### src/rtl/bus_bridge_req_serializer.sv
// Request-side serializer of the bus bridge.
// Takes one captured bus-A transaction and sends it on an 8N1 UART line as a
// frame of header, addr_hi, addr_lo and, for writes only, data.
// Only one transaction is in flight at a time. The front end is held off
// through req_ready while a frame is being sent.
//
// state | meaning
// ------+----------------------------------------------------------
// IDLE  | line high, req_ready high, waiting for a request
// START | driving the start bit (0) of the current byte
// DATA  | driving data bit bit_idx_q of the current byte, LSB first
// STOP  | driving the stop bit (1); then the next byte or IDLE
module bus_bridge_req_serializer #(
  parameter int unsigned CLKS_PER_BIT = 16,
  parameter logic [6:0]  HDR_MAGIC    = 7'h50
) (
  input  logic        clk,
  input  logic        rst_n,
  input  logic        req_valid,
  output logic        req_ready,
  input  logic [15:0] req_addr,
  input  logic [7:0]  req_data,
  input  logic        req_rw,
  output logic        uart_tx,
  output logic        busy,
  output logic        frame_done
);

  localparam int unsigned CW = $clog2(CLKS_PER_BIT);
  localparam logic [CW-1:0] CNT_LAST = CW'(CLKS_PER_BIT - 1);

  typedef enum logic [1:0] {
    IDLE  = 2'd0,
    START = 2'd1,
    DATA  = 2'd2,
    STOP  = 2'd3
  } state_t;

  state_t        state_q, state_d;
  logic [CW-1:0] cnt_q;
  logic [2:0]    bit_idx_q;
  logic [2:0]    byte_cnt_q;
  logic [31:0]   frame_q;
  logic          frame_done_q;

  logic          accept;
  logic          bit_end;
  logic          last_byte;

  assign accept    = (state_q == IDLE) && req_valid;
  assign bit_end   = (cnt_q == CNT_LAST);
  assign last_byte = (byte_cnt_q == 3'd1);

  // State register.
  always_ff @(posedge clk or negedge rst_n) begin
    if (!rst_n) state_q <= IDLE;
    else        state_q <= state_d;
  end

  // Next-state decode. Every bit, including the start and stop bits, lasts one baud period.
  always_comb begin
    state_d = state_q;
    unique case (state_q)
      IDLE:  if (req_valid) state_d = START;
      START: if (bit_end) state_d = DATA;
      DATA:  if (bit_end && (bit_idx_q == 3'd7)) state_d = STOP;
      STOP:  if (bit_end) state_d = last_byte ? IDLE : START;
      default: state_d = IDLE;
    endcase
  end

  // Frame capture, baud counter, bit index and byte counter.
  // The current byte always sits in frame_q[31:24].
  always_ff @(posedge clk or negedge rst_n) begin
    if (!rst_n) begin
      cnt_q      <= '0;
      bit_idx_q  <= '0;
      byte_cnt_q <= '0;
      frame_q    <= '0;
    end else if (state_q == IDLE) begin
      cnt_q     <= '0;
      bit_idx_q <= '0;
      if (accept) begin
        frame_q    <= {HDR_MAGIC, req_rw, req_addr, req_data};
        byte_cnt_q <= req_rw ? 3'd4 : 3'd3;
      end
    end else begin
      cnt_q <= bit_end ? '0 : cnt_q + CW'(1);
      if (bit_end && (state_q == DATA)) bit_idx_q <= bit_idx_q + 3'd1;
      if (bit_end && (state_q == STOP)) begin
        byte_cnt_q <= byte_cnt_q - 3'd1;
        frame_q    <= {frame_q[23:0], 8'h00};
      end
    end
  end

  // Completion pulse. It is high for the first IDLE cycle after the last stop bit.
  always_ff @(posedge clk or negedge rst_n) begin
    if (!rst_n) frame_done_q <= 1'b0;
    else        frame_done_q <= (state_q == STOP) && bit_end && last_byte;
  end

  // Line driver. The line is decoded from registered state only, so an async reset returns it high at once.
  always_comb begin
    uart_tx = 1'b1;
    unique case (state_q)
      START:   uart_tx = 1'b0;
      DATA:    uart_tx = frame_q[{2'b11, bit_idx_q}];
      default: uart_tx = 1'b1;
    endcase
  end

  assign req_ready  = (state_q == IDLE);
  assign busy       = ~req_ready;
  assign frame_done = frame_done_q;

endmodule

### config.mk
export PLATFORM = sky130hd
export DESIGN_NAME = bus_bridge_req_serializer
export DESIGN_NICKNAME = d
export VERILOG_FILES = /design/src/rtl/bus_bridge_req_serializer.sv
export SDC_FILE = /design/constraint.sdc
export NUM_CORES = 1
export LEC_CHECK = 0
export BUFFER_PORTS_ARGS = -buffer_cell sky130_fd_sc_hd__buf_4
export CORE_MARGIN = 2
export CORE_UTILIZATION = 60
export DETAILED_ROUTE_END_ITERATION = 8
export PLACE_DENSITY = 0.81
export SLEW_MARGIN = 25
export SYNTH_ARGS = -nofsm -noshare
export SYNTH_HDL_FRONTEND = slang
export SYNTH_SLANG_ARGS = --single-unit
### constraint.sdc
create_clock -name clk -period 3.55 [get_ports clk]
set_input_delay 0.355 -clock clk [delete_from_list [all_inputs] [get_ports clk]]
set_output_delay 0.355 -clock clk [all_outputs]
set_load 0.03 [all_outputs]
# Word-level counts from Yosys, hierarchy flattened
# Index checks and enable logic that the tools add are counted.
dict set report classes {
  n_bitwise 1
  div 0
  order_cmp 1
  addsub 3
  multipliers 0
  eq_ne 11
  n_reduce_logical 10
  n_mux 20
  shifts 0
}
# operator n
set op_table {}
lappend op_table {{$mux W32} 3}
lappend op_table {{$mux W3} 6}
lappend op_table {{$mux W2} 4}
lappend op_table {{$mux W4} 2}
lappend op_table {{$ne A2 B2 Y1 const B} 4}
lappend op_table {{$pmux W2 S4} 1}
lappend op_table {{$lt A5 B6 Y1 const B} 1}
lappend op_table {{$logic_and A1 B1 Y1} 5}
lappend op_table {{$add A4 B1 Y4 const B} 1}
lappend op_table {{$eq A2 B2 Y1 const B} 2}
lappend op_table {{$eq A4 B4 Y1 const B} 1}
lappend op_table {{$reduce_and A4 Y1} 1}
lappend op_table {{$reduce_bool A2 Y1} 2}
lappend op_table {{$add A3 B1 Y3 const B} 1}
lappend op_table {{$bmux W1 S3} 1}
lappend op_table {{$eq A3 B1 Y1 const B} 1}
lappend op_table {{$eq A3 B3 Y1 const B} 1}
lappend op_table {{$sub A3 B1 Y3 const B} 1}
lappend op_table {{$eq A2 B1 Y1 const B} 1}
lappend op_table {{$logic_not A2 Y1} 1}
lappend op_table {{$mux W1} 2}
lappend op_table {{$ne A2 B1 Y1 const B} 1}
lappend op_table {{$pmux W1 S2} 1}
lappend op_table {{$reduce_and A2 Y1} 1}
lappend op_table {{$not A1 Y1} 1}
dict set report word_totals {
  elab_cells 52
  regBits 45
  mem_count 0
  rom_bits 0
  mem_bits_rw 0
  latch_bits 0
  out_inout_bits 4
}

# Logic depth before layout (Yosys ltp)
# Gate-level depths: netlist (run 1).
dict set report logic_depth {
  ltp_word 4
  ltp_mapped 8
  ltp_nobuf 6
}

# Worst setup path after synthesis (run 1)
# OpenSTA, ideal clock, no wires.
dict set report synth_timing {
  kind {register to register}
  from {reg state_q[0]}
  to {reg state_q[1]}
  stages_incl_launch_ff 7
  arrival_time_ps 1778
  path_buffers 1
  synth_period_minus_slack_ps 1903
  required_ps 3425
  setup_slack_ps 1647
  cell_sequence {dfrtp_1 -> inv_1 -> ha_1 -> buf_6 -> inv_2 -> o221ai_2 -> mux2_2}
}
dict set report synth_via {
  elab_chain_len 3
}
# element line_no
set synth_lines {}
lappend synth_lines {{start, declared} 39} ;# state_t state_q, state_d;
lappend synth_lines {{start signal, assigned} 57} ;# else state_q <= state_d;
lappend synth_lines {{$logic_not A2 Y1 (*)} --}
lappend synth_lines {{via req_ready} 20} ;# output logic req_ready,
lappend synth_lines {{$ne A2 B2 Y1 (no source line)} --}
lappend synth_lines {{$reduce_and A4 Y1 (no source line)} --}
# The timed path passes the listed nets; every way through them passes the cells marked *.
# A chain may end at the register's enable or synchronous reset.

# Worst setup path after layout (run 1)
dict set report layout_timing {
  from {reg bit_idx_q[0]}
  to {out uart_tx}
}
dict set report layout_via {
  elab_chain_len 3
}
# element line_no
set layout_lines {}
lappend layout_lines {{start, declared} 41} ;# logic [2:0] bit_idx_q;
lappend layout_lines {{start signal, assigned} 89} ;# if (bit_end && (state_q == DATA)) bit_idx_q <= bit_idx_q + 3'd1;
lappend layout_lines {{$bmux W1 S3} 108} ;# DATA: uart_tx = frame_q[{2'b11, bit_idx_q}];
lappend layout_lines {{$mux W1 (implied by the code)} 108}
lappend layout_lines {{$pmux W1 S2} 106} ;# unique case (state_q)
lappend layout_lines {{end, declared} 24} ;# output logic uart_tx,
# No other way between the ends. The select of a mux whose other input is x is not followed.

==> qor.csv, run 1 <==
metric,value,unit
status,completed,
synth_cell_types,37,
yosys_warnings,0,
clk-insertion-delay-late,0.37,ns
port_buffers,31,
slew_viol_final,0,
path_cells,"mux4_2, o2111ai_1, o21ai_0, buf_4",
synth_area,2180,um^2
end_kind,output port,
fmax,443,MHz
synth_nets,230,
arrival,1.90,ns
cts_tree,built,
cp.buffers_inverters,1,
layout_setup_ws,1.29,ns
num-fill-cells,263,
area_growth,13.7,%
vdd_drop_max,0.000274,V
fp.coreArea,3420,um^2
drtIter0Drc,85,
leakage,1.14,nW
num_vias,1517,
fin_crit_sh,63.6,%
dp_hpwl,2780,um
cts_root_buf,clkbuf_4,
ys_ff_latch,45,
grt_pass1_wl,7200,um
die-area,4120,um^2
initial_core_util,63.7,%
critPathTopFamily,multiplexers,
drt_first_pass_iters,4,
synth_cells,193,
max_stage_delay,0.53,ns
finalSetupTns,0,ns
cp_slowest_cell,mux4_2,
die_w,64.2,um
grt_usage,22.6,%
synthArstFlopShare,100,%
p_total,803,uW
h-tree-depth,2,
n_antenna_cell,0,
rows,21,
drc,0,
post_cts_buffers,0,
grt_pass1_vias,1539,
path_clk_slew,0.14,ns
drt-wirelength-per-cell,14.8,um
power_density,325,nW/um^2
synth-edff-count,0,
routed_wl,4020,um
place_ws,1.15,ns
grt_max_degree,54,
seq_area,1130,um^2
avgSynthCellArea,11.3,um^2
final_core_util,72.4,%
multi_input_area,923,um^2
max-cap-violations,0,
viasPerCell,5.60,
cts_hold_buf,1,
clock_skew,0.0155,ns
reg2reg_slack,1.41,ns
routabilityCongestion,0.750,
boundaryPins,32,
cts_resized,0,
max-slew-margin-rel,56.3,%
antenna_left,0,
cts_buffer_depth,2,
hold_violations,0,
synth_flop_cell,dfrtp_1,
fin_crit,2.26,ns
cts_made_buffers,5,
drive_above_1_share,26.2,%
worstMarginPinSlew,0.654,ns
setup_viol,0,
crit_required,3.19,ns
min_path_type,input pin to flip-flop,
nets,261,
antenna_found_initial,0,
cp_max_fo,5,
die_y,64.2,um
clock-sinks,45,
start_kind,flip-flop,
grt.overflow.total,0,
ys_seq_area_share,51.8,%
rsz0062_at_grt,false,
path_class,flip-flop to output port,
-- cells by family (layout without fill, tap and decap cells) --
| group | count (synthesis) | count (layout) | synth area share, % |
|---|---|---|---|
| fa+ha+maj | 9 | 9 | 5.18 |
| simple gates | 48 | 48 | 10.2 |
| flops | 45 | 45 | 51.8 |
| xor+xnor | 3 | 3 | 1.21 |
| buf+inv | 18 | 50 | 5.81 |
| compound gates | 50 | 50 | 16.0 |
| mux | 20 | 20 | 9.83 |
-- cell usage after synthesis (3+ instances only) --
master	instances	area share, %
nand3_1	4	0.92
a22o_2	10	4.6
nor2_1	5	0.86
buf_6	7	3.6
inv_1	7	1.2
dfrtp_1	45	52
mux2i_1	18	8.3
a22o_1	3	1.2
ha_1	9	5.2
nand2_1	27	4.7
a21oi_1	10	2.3
o21ai_0	19	4.4
-- registers in the layout, indices dropped and copies added (netlist names) --
register	count
frame_q	32
cnt_q	4
bit_idx_q	3
byte_cnt_q	3
state_q	2
frame_done	1
-- report_power, final --
group	switching, mW	internal (mW)	leakage, nW
Sequential	0.000482	0.513	0.598
Combinational	0.0147	0.0206	0.506
Clock	0.175	0.0785	0.0316
-- worst register-to-register path, delay by kind of cell (launching register included) --
family / cells / cell delay [ns]
AO/OA/AOI/OAI: 2 / 0.67
adder cells (fa/ha/maj): 1 / 0.26
buffers and inverters: 2 / 0.34
flip-flops: 1 / 0.45
AND/OR/NAND/NOR: 1 / 0.30
-- worst paths after layout --
kind | start | end | depth (start not counted)
min in group asynchronous | rst_n | cnt_q[2] | 2
worst max-delay path | bit_idx_q[0] | uart_tx | 4
worst min-delay path | req_data[4] | frame_q[4] | 2
worst max register to register | state_q[0] | frame_q[18] | 6
max in group asynchronous | rst_n | frame_q[5] | 2
worst min register to register | frame_q[12] | frame_q[12] | 2
-- metal layers --
layer | wire length (um) | GRT usage, % | share of wire [%]
met5 | 0 | 0 | 0
met1 | 1860 | 31.6 | 46
met4 | 59 | 7.18 | 1.5
met3 | 144 | 4.93 | 3.6
met2 | 1960 | 35.3 | 49
-- layout by cell type, fill, tap and decap left out, types with 2 or more instances in the layout --
cell type,n
buf_4,32
ha_1,9
mux2i_1,18
o21ai_0,19
nand2b_1,2
a22o_1,3
clkbuf_4,5
nand3_1,4
nand2_1,27
nor3_1,2
inv_1,7
a22o_2,10
xor2_1,2
dfrtp_1,45
a21oi_1,10
nor2_1,5
-- area by class of cell --
type | instances | area share (%)
clock inverters | 3 | 0.860
multi-input cells | 130 | 37.3
repair buffers | 34 | 11.2
well taps | 46 | 2.33
clock buffers | 5 | 1.52
inverters | 8 | 1.21
flip-flops and latches | 45 | 45.5
-- per-stage QoR --
step	area, um^2	instances	hold WS [ns]
after floorplan	2180	193	0.0594
after global placement	2380	261	0.371
after detailed placement	2380	261	0.385
after CTS	2450	270	0.197
after global routing	2470	271	0.190
final	2470	271	0.200
(Power assumes the default switching activity.)
==> run 2: changes to the inputs <==
CORE_UTILIZATION = 51   (was 60)
PLACE_DENSITY = 0.73   (was 0.81)
clock period = 2 ns   (was 3.55 ns; I/O delays follow)
==> qor.csv, run 2 (synthesized netlist as in run 1, its figures left out) <==
metric,value,unit,change
routabilityCongestion,0.752,,+0.21%
drt_first_pass_iters,4,,unchanged
clk-insertion-delay-late,0.30,ns,-0.07 ns
dp_hpwl,2670,um,-3.8%
die-area,4800,um^2,+16%
start_kind,flip-flop,,
grt.overflow.total,0,,unchanged
final_cell_mix,"dfrtp_1, buf_4, nand2_1",,
mostFrequentLayoutCell,dfrtp_1,,
fmax,519,MHz,
grt_usage,17.9,%,-4.7 points
clock-sinks,45,,unchanged
rows,23,,+9.5%
fin_crit_sh,96.2,%,
min_path_type,input pin to flip-flop,,
vdd_drop_max,0.000341,V,+24%
clock_skew,0.00646,ns,-0.00906 ns
port_buffers,31,,unchanged
antenna_left,0,,unchanged
hold_violations,0,,unchanged
worstMarginPinSlew,0.569,ns,-0.0848 ns
cts_tree,built,,
area_growth,15.7,%,
drtIter0Drc,53,,-38%
fp.coreArea,4060,um^2,+19%
arrival,1.72,ns,-0.18 ns
layout_setup_ws,0.0751,ns,-1.22 ns
fin_crit,1.92,ns,
leakage,1.16,nW,+1.8%
grt_max_degree,54,,unchanged
crit_required,1.80,ns,-1.39 ns
final_core_util,62.0,%,-10 points
end_kind,output port,,
finalSetupTns,0,ns,unchanged
routed_wl,3850,um,-4.3%
post_cts_buffers,0,,unchanged
nets,262,,+0.38%
slew_viol_final,0,,unchanged
largest_registers,"frame_q x32, cnt_q x4",,
max-slew-margin-rel,62.1,%,+5.8 points
drc,0,,unchanged
status,completed,,
grt_pass1_vias,1517,,-1.4%
die_y,69.3,um,+7.9%
largest_register_ff_count,32,,unchanged
die_w,69.3,um,+7.9%
drive_above_1_share,27.0,%,+0.77 points
boundaryPins,32,,unchanged
initial_core_util,53.6,%,-10 points
cp_max_fo,5,,unchanged
n_antenna_cell,0,,unchanged
cts_buffer_depth,2,,unchanged
viasPerCell,5.39,,-3.8%
num-fill-cells,330,,+25%
cts_made_buffers,5,,unchanged
path_class,flip-flop to output port,,
setup_viol,0,,unchanged
place_ws,0.223,ns,-0.924 ns
num_vias,1487,,-2.0%
h-tree-depth,2,,unchanged
path_clk_slew,0.08,ns,-0.06 ns
power_density,621,nW/um^2,+91%
grt_pass1_wl,6880,um,-4.4%
antenna_found_initial,0,,unchanged
max-cap-violations,0,,unchanged
rsz0062_at_grt,false,,
drt-wirelength-per-cell,13.9,um,-6.1%
cts_root_buf,clkbuf_8,,
regMostFlops,frame_q,,
-- run 2: critical path, stage by stage (launching register included) --
cell,delay [ns]
dfrtp_2,0.44
mux4_2,0.51
o2111ai_1,0.19
o21ai_0,0.11
buf_4,0.18
-- run 2: routing by layer --
layer	vias up	wire [um]	track usage, %	part of all wire (%)
met4	0	61	6.54	1.6
met2	22	1810	28.0	47
li1	740	-	-	-
met3	6	154	5.23	4.0
met5	-	0	0	0
met1	719	1820	23.7	47
-- run 2: through the flow --
stage,power [mW],std cells,hold WS [ns],cell area (um^2)
after floorplan,0.932,193,-0.0956,2180
after global placement,0.992,267,0.236,2410
after detailed placement,0.992,267,0.244,2410
final,1.56,276,0.118,2520
after global routing,1.63,276,0.110,2520
after CTS,1.59,276,0.110,2520
-- run 2: final timing paths --
check / start / end / slack [ns] / depth (start not counted)
min in group asynchronous: rst_n / frame_q[29] / 0.43 / 2
worst min register to register: frame_q[9] / frame_q[9] / 0.48 / 2
worst min-delay path: req_data[7] / frame_q[7] / 0.12 / 2
worst max-delay path: bit_idx_q[0] / uart_tx / 0.08 / 4
worst max register to register: state_q[0] / frame_q[6] / 0.23 / 6
max in group asynchronous: rst_n / bit_idx_q[0] / 1.16 / 2
-- run 2: cell type report --
cell class	count	area, um^2	share of cell area (%)
Tap cell	50	62.6	2.49
Multi-Input combinational cell	130	923	36.7
Clock buffer	6	82.6	3.28
Sequential cell	45	1130	44.8
Timing Repair Buffer	35	278	11.0
Clock inverter	2	13.8	0.547
Inverter	8	30.0	1.19
-- run 2: what timing repair did --
| action | 4_1_cts | 5_1_grt |
|---|---|---|
| endpoints found under the setup margin | 1 | 0 |
| gates resized for setup | 1 | 0 |
| endpoints found under the hold margin | 45 | 0 |
| hold buffers | 1 | 0 |
-- run 2: report_power, final --
part           total (mW)  switching [mW]  internal (mW)
clock network       0.591           0.311          0.280
registers           0.911        0.000821          0.910
logic              0.0625          0.0259         0.0366
==> run 3: changes to the inputs <==
CORE_ASPECT_RATIO = 2   (was unset)
CORE_UTILIZATION = 53   (was 51)
CTS_BUF_LIST = sky130_fd_sc_hd__clkbuf_4 sky130_fd_sc_hd__clkbuf_8   (was unset)
PLACE_DENSITY = 0.76   (was 0.73)
==> qor.csv, run 3 (synthesized netlist as in run 1, its figures left out) <==
metric,value,unit,change
drt-wirelength-per-cell,14.0,um,+0.19%
cts_root_buf,clkbuf_8,,
path_class,flip-flop to output port,,
drc,0,,unchanged
fmax,534,MHz,+2.9%
start_kind,flip-flop,,
routabilityCongestion,0.743,,-1.2%
die_w,49.3,um,-29%
end_kind,output port,,
rows,33,,+43%
nets,266,,+1.5%
multi_input_area,923,um^2,unchanged
die-area,4660,um^2,-2.9%
dp_hpwl,2830,um,+5.9%
grt_use_met1,22.6,%,-1.1 points
grt.overflow.total,0,,unchanged
cp_max_fo,4,,-1
leakage,1.17,nW,+1.3%
seq_area,1130,um^2,unchanged
port_buffers,31,,unchanged
place_area,2420,um^2,+0.42%
largest_registers,"frame_q x32, cnt_q x4",,
drtIter0Drc,33,,-38%
drive_above_1_share,28.3,%,+1.3 points
boundaryPins,32,,unchanged
stdcell_area,2540,um^2,+1.0%
grt_usage,18.9,%,+1.0 points
final_cell_mix,"dfrtp_1, buf_4, nand2_1",,
p_total,1.54,mW,-1.4%
clock-sinks,45,,unchanged
antenna_left,0,,unchanged
mostFrequentLayoutCell,dfrtp_1,,
grt_pass1_vias,1476,,-2.7%
grt_max_degree,50,,-7.4%
drt_first_pass_iters,4,,unchanged
power_density,606,nW/um^2,-2.4%
antenna_found_initial,0,,unchanged
initial_core_util,54.3,%,+0.70 points
cts_tree,built,,
finalSetupTns,0,ns,unchanged
cts_made_buffers,5,,unchanged
arrival,1.67,ns,-0.05 ns
grt_util_met2,32.0,%,+4.0 points
h-tree-depth,2,,unchanged
fp.coreArea,4010,um^2,-1.3%
regMostFlops,frame_q,,
clock_skew,0.00843,ns,+0.00197 ns
slew_viol_final,0,,unchanged
largest_register_ff_count,32,,unchanged
n_antenna_cell,0,,unchanged
status,completed,,
crit_required,1.80,ns,about the same
min_path_type,input pin to flip-flop,,
num-fill-cells,352,,+6.7%
hold_violations,0,,unchanged
die_y,94.6,um,+36%
worstMarginPinSlew,0.562,ns,-0.00748 ns
reg2reg_slack,0.31,ns,+0.08 ns
top_usage_layer,met2,,
vdd_drop_max,0.000688,V,+100%
max-slew-margin-rel,62.6,%,+0.50 points
routed_wl,3940,um,+2.4%
rsz0062_at_grt,false,,
fin_crit_sh,93.6,%,-2.7 points
num_vias,1503,,+1.1%
cts_buffer_depth,2,,unchanged
path_clk_slew,0.09,ns,about the same
area_growth,16.9,%,
use_met3,3.96,%,-1.3 points
fin_crit,1.87,ns,-0.0536 ns
viasPerCell,5.33,,-1.1%
setup_viol,0,,unchanged
clk-insertion-delay-late,0.31,ns,about the same
grt_pass1_wl,6730,um,-2.1%
max-cap-violations,0,,unchanged
-- run 3: cell count changes in the layout (fill, tap and decap cells not counted), sizes merged --
cell / delta
clkinv: -1
clkbuf: -1
clkinvlp: +1
inv: +1
buf: +4
-- run 3: layout make-up --
class	instances	area share, %
repair buffers	39	12.1
flip-flops and latches	45	44.3
well taps	52	2.56
clock inverters	3	0.836
inverters	8	1.18
multi-input cells	130	36.3
clock buffers	5	2.71
-- run 3: routing by layer --
layer | vias to the layer above | share of wire [%]
li1 | 746 | -
met1 | 724 | 43
met2 | 27 | 52
met3 | 6 | 3.1
met4 | 0 | 2.2
met5 | - | 0
-- run 3: stage by stage --
stage               cells  util, %  hold slack, ns  worst slack (ns)
finish                282     63.5           0.113             0.129
global route          282     63.5           0.101            0.0303
CTS                   279     62.9           0.104            0.0524
detailed placement    270     60.4           0.229             0.316
global placement      270     60.4           0.229             0.381
floorplan             193        -         -0.0956            0.0971
-- run 3: timing repair --
action	4_1_cts	5_1_grt
setup endpoints to repair	1	1
hold buffers	1	0
endpoints found under the hold margin	45	0
gates resized for setup	1	0
buffers inserted	0	3
-- run 3: critical path, cell delays in order, from the launching register on --
cell       delay [ns]
dfrtp_2          0.41
mux4_2           0.51
o2111ai_1        0.18
o21ai_0          0.10
buf_4            0.18
-- run 3: final timing paths --
kind                              start            to  depth (start not counted)
min in group asynchronous         rst_n   frame_q[31]                          2
hold reg to reg             frame_q[11]   frame_q[11]                          2
setup reg to reg           bit_idx_q[0]    state_q[1]                          6
max in group asynchronous         rst_n  bit_idx_q[0]                          2
hold / removal              req_data[4]    frame_q[4]                          2
setup / recovery           bit_idx_q[0]       uart_tx                          4
-- run 3: report_power, final --
group	internal [mW]	leakage (nW)	switching [mW]
sequential	0.910	0.596	0.000813
combinational	0.0367	0.530	0.0268
clock	0.248	0.0445	0.320
